[config.mk]
export PLATFORM = sky130hd
export DESIGN_NAME = nand_page_reader
export DESIGN_NICKNAME = d
export VERILOG_FILES = /design/src/rtl/nand_page_reader.sv
export SDC_FILE = /design/constraint.sdc
export NUM_CORES = 1
export LEC_CHECK = 0
export ABC_AREA = 1
export BUFFER_PORTS_ARGS = -buffer_cell sky130_fd_sc_hd__buf_2
export CORE_MARGIN = 2
export CORE_UTILIZATION = 45
export DETAILED_ROUTE_END_ITERATION = 12
export PLACE_DENSITY = 0.66
export SETUP_SLACK_MARGIN = 0.4
export SYNTH_ARGS = -nofsm -noshare
export SYNTH_HDL_FRONTEND = slang
export SYNTH_SLANG_ARGS = --single-unit
[constraint.sdc]
create_clock -name clk -period 2.4 [get_ports clk]
set_input_delay 0.24 -clock clk [delete_from_list [all_inputs] [get_ports clk]]
set_output_delay 0.24 -clock clk [all_outputs]
set_load 0.005 [all_outputs]
[src/rtl/nand_page_reader.sv]
// NAND page reader: issues a read command plus a 3-cycle address to the source
// flash, waits for ready, then strobes out one page byte by byte onto a
// valid/ready stream. Every flash strobe comes straight from a flop.
module nand_page_reader #(
   parameter int PAGE_BYTES = 512,
   parameter int RB_GUARD   = 2
) (
   input  logic       clk,
   input  logic       rst,
   input  logic       start,
   input  logic [8:0] page_addr,
   output logic       busy,
   output logic       page_done,
   output logic [7:0] f_io_out,
   output logic       f_io_oe,
   input  logic [7:0] f_io_in,
   output logic       f_cle,
   output logic       f_ale,
   output logic       f_wen,
   output logic       f_ren,
   input  logic       f_rb,
   output logic [7:0] m_data,
   output logic       m_valid,
   input  logic       m_ready
);

   localparam int CW = $clog2(PAGE_BYTES);
   localparam int GW = (RB_GUARD < 1) ? 1 : $clog2(RB_GUARD + 1);

   typedef enum logic [3:0] {
      IDLE, CMD_L, CMD_H, ADDR0_L, ADDR0_H, ADDR1_L, ADDR1_H,
      ADDR2_L, ADDR2_H, WAIT_RB, READ_L, READ_H, DRAIN, DONE
   } state_t;

   state_t        state_q, state_d;
   logic [8:0]    addr_q, addr_d;
   logic [CW-1:0] cnt_q, cnt_d;
   logic [GW-1:0] guard_q, guard_d;
   logic          rb_q, rb_d;
   logic          busy_q, busy_d;
   logic          done_q, done_d;
   logic [7:0]    io_out_q, io_out_d;
   logic          io_oe_q, io_oe_d;
   logic          cle_q, cle_d;
   logic          ale_q, ale_d;
   logic          wen_q, wen_d;
   logic          ren_q, ren_d;
   logic          m_valid_q, m_valid_d;
   logic [7:0]    m_data_q, m_data_d;
   logic          handshake_s;

   assign busy      = busy_q;
   assign page_done = done_q;
   assign f_io_out  = io_out_q;
   assign f_io_oe   = io_oe_q;
   assign f_cle     = cle_q;
   assign f_ale     = ale_q;
   assign f_wen     = wen_q;
   assign f_ren     = ren_q;
   assign m_valid   = m_valid_q;
   assign m_data    = m_data_q;

   // Sequencing: next state, address latch, byte counter, tWB guard and output slot.
   always_comb begin
      state_d     = state_q;
      addr_d      = addr_q;
      cnt_d       = cnt_q;
      guard_d     = guard_q;
      rb_d        = f_rb;
      handshake_s = m_valid_q & m_ready;
      m_data_d    = m_data_q;
      if (handshake_s) begin
         m_valid_d = 1'b0;
      end else begin
         m_valid_d = m_valid_q;
      end
      case (state_q)
         IDLE: begin
            if (start) begin
               addr_d  = page_addr;
               state_d = CMD_L;
            end else begin
               state_d = IDLE;
            end
         end
         CMD_L:   state_d = CMD_H;
         CMD_H:   state_d = ADDR0_L;
         ADDR0_L: state_d = ADDR0_H;
         ADDR0_H: state_d = ADDR1_L;
         ADDR1_L: state_d = ADDR1_H;
         ADDR1_H: state_d = ADDR2_L;
         ADDR2_L: state_d = ADDR2_H;
         ADDR2_H: begin
            guard_d = '0;
            state_d = WAIT_RB;
         end
         WAIT_RB: begin
            // The flash may not have pulled R/B low yet right after the
            // last address cycle, so the first few samples are not trusted.
            if (guard_q < GW'(RB_GUARD)) begin
               guard_d = guard_q + GW'(1);
            end else if (rb_q) begin
               state_d = READ_L;
            end else begin
               state_d = WAIT_RB;
            end
         end
         READ_L: begin
            m_data_d  = f_io_in;
            m_valid_d = 1'b1;
            cnt_d     = cnt_q + CW'(1);
            if (cnt_q == CW'(PAGE_BYTES - 1)) begin
               state_d = DRAIN;
            end else begin
               state_d = READ_H;
            end
         end
         READ_H: begin
            // Only strobe the next byte when the stream slot frees this cycle.
            if (!m_valid_q || handshake_s) begin
               state_d = READ_L;
            end else begin
               state_d = READ_H;
            end
         end
         DRAIN: begin
            if (handshake_s) begin
               state_d = DONE;
            end else begin
               state_d = DRAIN;
            end
         end
         DONE:    state_d = IDLE;
         default: state_d = IDLE;
      endcase
   end

   // Pad and status outputs decoded from the upcoming state so the flops hold them during it.
   always_comb begin
      busy_d   = (state_d != IDLE);
      done_d   = (state_d == DONE);
      io_out_d = 8'h00;
      io_oe_d  = 1'b0;
      cle_d    = 1'b0;
      ale_d    = 1'b0;
      wen_d    = 1'b1;
      ren_d    = 1'b1;
      case (state_d)
         CMD_L, CMD_H: begin
            io_oe_d = 1'b1;
            cle_d   = 1'b1;
            wen_d   = (state_d != CMD_L);
         end
         ADDR0_L, ADDR0_H: begin
            io_oe_d = 1'b1;
            ale_d   = 1'b1;
            wen_d   = (state_d != ADDR0_L);
         end
         ADDR1_L, ADDR1_H: begin
            io_oe_d  = 1'b1;
            ale_d    = 1'b1;
            io_out_d = addr_d[7:0];
            wen_d    = (state_d != ADDR1_L);
         end
         ADDR2_L, ADDR2_H: begin
            io_oe_d  = 1'b1;
            ale_d    = 1'b1;
            io_out_d = {7'b0000000, addr_d[8]};
            wen_d    = (state_d != ADDR2_L);
         end
         READ_L:  ren_d = 1'b0;
         default: ren_d = 1'b1;
      endcase
   end

   // State and output registers with synchronous reset.
   always_ff @(posedge clk) begin
      if (rst) begin
         state_q   <= IDLE;
         addr_q    <= 9'd0;
         cnt_q     <= '0;
         guard_q   <= '0;
         rb_q      <= 1'b0;
         busy_q    <= 1'b0;
         done_q    <= 1'b0;
         io_out_q  <= 8'h00;
         io_oe_q   <= 1'b0;
         cle_q     <= 1'b0;
         ale_q     <= 1'b0;
         wen_q     <= 1'b1;
         ren_q     <= 1'b1;
         m_valid_q <= 1'b0;
         m_data_q  <= 8'h00;
      end else begin
         state_q   <= state_d;
         addr_q    <= addr_d;
         cnt_q     <= cnt_d;
         guard_q   <= guard_d;
         rb_q      <= rb_d;
         busy_q    <= busy_d;
         done_q    <= done_d;
         io_out_q  <= io_out_d;
         io_oe_q   <= io_oe_d;
         cle_q     <= cle_d;
         ale_q     <= ale_d;
         wen_q     <= wen_d;
         ren_q     <= ren_d;
         m_valid_q <= m_valid_d;
         m_data_q  <= m_data_d;
      end
   end

endmodule

Word-level counts from Yosys, hierarchy flattened --
Cells that the tools add are included.
Cells by class: add/subtract/negate cells 2, order comparisons 1, equality and inequality tests 28, multiplexer cells 19, bitwise logic cells 1, reductions and logical operators 13
Operators with widths (number):
- $pmux W4 S13 | 1
- $eq A4 B3 Y1 const B | 8
- $eq A4 B4 Y1 const B | 8
- $mux W9 | 2
- $eq A4 B2 Y1 const B | 4
- $pmux W8 S2 | 1
- $add A9 B1 Y9 const B | 1
- $eq A9 B9 Y1 const B | 1
- $mux W1 | 9
- $eq A4 B1 Y1 const B | 2
- $ne A4 B3 Y1 const B | 2
- $reduce_or A2 Y1 | 4
- $reduce_or A8 Y1 | 1
- $reduce_or A6 Y1 | 1
- $logic_not A4 Y1 | 1
- $mux W2 | 2
- $mux W4 | 1
- $ne A4 B1 Y1 const B | 1
- $ne A4 B2 Y1 const B | 1
- $pmux W1 S4 | 1
- $pmux W2 S2 | 1
- $reduce_bool A2 Y1 | 2
- $reduce_bool A4 Y1 | 1
- $mux W3 | 1
- other kinds (7) | 7
Storage, ports and cells: bits in registers 49, word-level logic and storage cells 79

Longest topological paths before layout --
word-level depth 7, mapped depth 12

Least setup slack after synthesis --
Ideal clock, no wire load.
path type flip-flop to flip-flop, start point register cnt_q[1], end point register busy_q, in the netlist busy, library setup time 128 ps, data arrival time 1521 ps, required time 2272 ps, setup slack 751 ps, stages on the path, launching flop included 13, buffers on the path 0, clock period less this slack 1649 ps, cell sequence dfxtp_1 ha_1 nand3_1 nor2_1 and3_1 ha_1 inv_1 nand3_1 nand2_1 nor2_2 nand3_1 nor2_1 nor2_1
On the way: longest elaborated chain between the ends 4
RTL lines:
- start: declaration | RTL line 37 | logic [CW-1:0] cnt_q, cnt_d;
- start signal: assignment | RTL line 197 | cnt_q <= cnt_d;
- $eq A9 B9 Y1 | RTL line 112 | if (cnt_q == CW'(PAGE_BYTES - 1)) begin
- $mux W3 | RTL line 112
- $pmux W4 S13 | RTL line 77 | case (state_q)
- $reduce_bool A4 Y1 | RTL line 140 | busy_d = (state_d != IDLE);
- end signal: assignment | RTL line 200 | busy_q <= busy_d;
- end: declaration | RTL line 40 | logic busy_q, busy_d;
No other way between the ends. A chain may end at the register's enable or synchronous reset.

Worst setup path after layout --
start point register cnt_q[1], end point register ren_q, in the netlist f_ren
On the way: longest elaborated chain between the ends 5
RTL lines:
- $eq A9 B9 Y1 | RTL line 112
- $mux W3 | RTL line 112
- $pmux W4 S13 | RTL line 77
- $eq A4 B4 Y1 | RTL line 148 | case (state_d)
- $mux W1 | RTL line 148
- end signal: assignment | RTL line 207 | ren_q <= ren_d;
- end: declaration | RTL line 47 | logic ren_q, ren_d;
No other way between the ends.

==> results_dict.tcl <==
set metrics [dict create \
    status "completed" \
    fin_crit_sh 0.735 \
    synth_cell_types 35 \
    power_density_nw_per_um2 670 \
    via_per_inst 4.78 \
    fp.dieW_um 71.8 \
    synthTopCellsByCount "dfxtp_1, nor2_1, nand2_1" \
    numCtsBuffers 5 \
    synth_nets 290 \
    synth_most_common_cell "dfxtp_1" \
    globalplace.congestion 0.879 \
    cts_max_level 2 \
    async_flop_share 0 \
    yosysSeqAreaShare 0.474 \
    cts_tree "done" \
    path_clk_slew_ps 90 \
    drv_cap 0 \
    setup_slack_ps 636 \
    rows 24 \
    place_ws_ps 593 \
    rsz0062_at_grt "no" \
    min_period_ps 1760 \
    crit_type "register to register" \
    synth_top_area_frac 0.474 \
    final_max_slew_viol_count 0 \
    drc_errors 0 \
    clock_skew_ps 11.0 \
    crit_path_cell_trace "ha_2 -> nand3_1 -> nor2_2 -> and3_1 -> ha_1 -> inv_1 -> nand3_1 -> nand2_1 -> nor2_2 -> nand2_2 -> nor2_1 -> nand2_1" \
    cpLargestDelayFamily "simple AND/OR/NAND/NOR gates" \
    holdBufCountCts 0 \
    yosysWarnings 0 \
    relSlewSlack 0.678 \
    synthTopCellsByArea "dfxtp_1, nor2_1, nand2_1" \
    initial_core_util 0.472 \
    antenna_found_initial 0 \
    first_pass_iters 4 \
    grt_pass1_vias 1501 \
    cts.repair.resized 0 \
    first_iter_violations 40 \
    worst_slew_pin_slew_ps 482 \
    crit_fanout 3 \
    drt_wl_total_mm 3.89 \
    ys_seq_elements 49 \
    fmax_mhz 567 \
    synth_area_leader_cell "dfxtp_1" \
    synth-edff-count 0 \
    crit_slowest_cell "dfxtp_2" \
    clkLatencyLatePin_ps 310 \
    start_kind "register" \
    final_nets 336 \
    grt_overflow 0 \
    worst_hold_path_type "input pin to register" \
    wl_per_cell_um 10.7 \
    core-area_um2 4380 \
    peakVddDrop_v 0.000329 \
    die-area_um2 5160 \
    required_ps 2590 \
    max_stage_delay_ps 340 \
    finish.instance_area_um2 2430 \
    power_w 0.00163 \
    syn_avg_cell_area_um2 7.78 \
    grt_start_max_net_pins 29 \
    ant_nets 0 \
    synth_area_um2 2070 \
    post-place-cells 357 \
    drive_above_1_share 0.268 \
    area_delta_synth_final_pct 17.5 \
    ios 46 \
    die_y_um 71.8 \
    track_usage 0.162 \
    dr_total_vias 1744 \
    portBuffers 45 \
    antenna_cells 0 \
    power.leakage_nw 1.20 \
    hold_violations 0 \
    root_buffer "clkbuf_8" \
    placed_area_um2 2330 \
    setup_tns_ps 0 \
    cts_setup_buffers 0 \
    crit_buf_inv 1 \
    synth-main-ff-cell "dfxtp_1" \
    grt_pass1_wl_mm 6.59 \
    dp_hpwl_mm 2.79 \
    synthCells 266 \
    worstPathArrival_ps 1960 \
    cp-end-kind "register" \
    instances_no_fill 365 \
    finalSetupViolations 0 \
    clk_path_buf_depth 2 \
    clock-sinks 49 \
]
==> per-layer routing <==
metal  wire [um]  track usage  vias to the layer above
li1            -            -                      944
met1        1890        0.210                      760
met2        1750        0.261                       35
met3         191       0.0464                        5
met4          55       0.0503                        0
met5           0            0                        -
==> stage by stage <==
stage          utilization  hold slack, ps
2_1_floorplan            -             347
5_1_grt              0.555             135
6_report             0.555             129
3_3_place_gp         0.531             442
4_1_cts              0.553             129
3_5_place_dp         0.531             451
==> where the power goes <==
part / internal [W] / switching (W)
Clock: 0.000234 / 0.000271
Sequential: 0.000857 / 0.0000190
Combinational: 0.0000944 / 0.000154
Total: 0.00119 / 0.000444
==> worst reg2reg max path: stages, from the launching register on <==
cell	delay, ps
dfxtp_2	340
ha_2	180
nand3_1	90
nor2_2	130
and3_1	170
ha_1	160
inv_1	40
nand3_1	90
nand2_1	70
nor2_2	160
nand2_2	80
nor2_1	90
nand2_1	60
==> kinds of logic after synthesis <==
| group | after synthesis | synth area share |
|---|---|---|
| compound gates | 38 | 0.0991 |
| fa+ha+maj | 2 | 0.0121 |
| simple gates | 138 | 0.338 |
| flops | 49 | 0.474 |
| buf+inv | 39 | 0.0767 |
==> registers in the layout (all words and copies together), names as in the netlist, 2 cells and up <==
signal    flops
state_q       4
addr_q        9
m_data        8
f_io_out      8
guard_q       2
cnt_q         9
==> worst paths after layout <==
path	start	endpoint	slack (ps)	depth (start not counted)
worst min-delay path	f_rb	rb_q$_SDFF_PP0_	130	3
worst min register to register	cnt_q[4]$_SDFFE_PP0P_	cnt_q[4]$_SDFFE_PP0P_	480	2
worst max-delay path	cnt_q[1]$_SDFFE_PP0P_	f_ren$_SDFF_PP1_	640	12
worst max register to register	cnt_q[1]$_SDFFE_PP0P_	f_ren$_SDFF_PP1_	640	12
==> cell usage in the layout (no fill, tap or decap), types with 6 or more instances in the layout <==
master    synthesis  final
nor2_1           47     46
nor2_2            6      7
a21oi_1           9      9
nor3_1            9      9
o21ai_0          16     16
nand2_1          34     34
inv_1            28     28
clkbuf_8          0      6
nand2_2           6      6
dfxtp_1          49     47
o21ai_1           7      7
nand3_1          11     11
buf_2             1     45
nor4_1            6      6
==> area by class of cell <==
| type | instances | area, um2 |
|---|---|---|
| fillers | 414 | 1950 |
| flip-flops and latches | 49 | 983 |
| multi-input cells | 178 | 936 |
| repair buffers | 46 | 233 |
| inverters | 32 | 120 |
| clock buffers | 6 | 82.6 |
| well taps | 52 | 65.1 |
| clock inverters | 2 | 13.8 |
No activity file was read; power rests on OpenSTA's default activity.
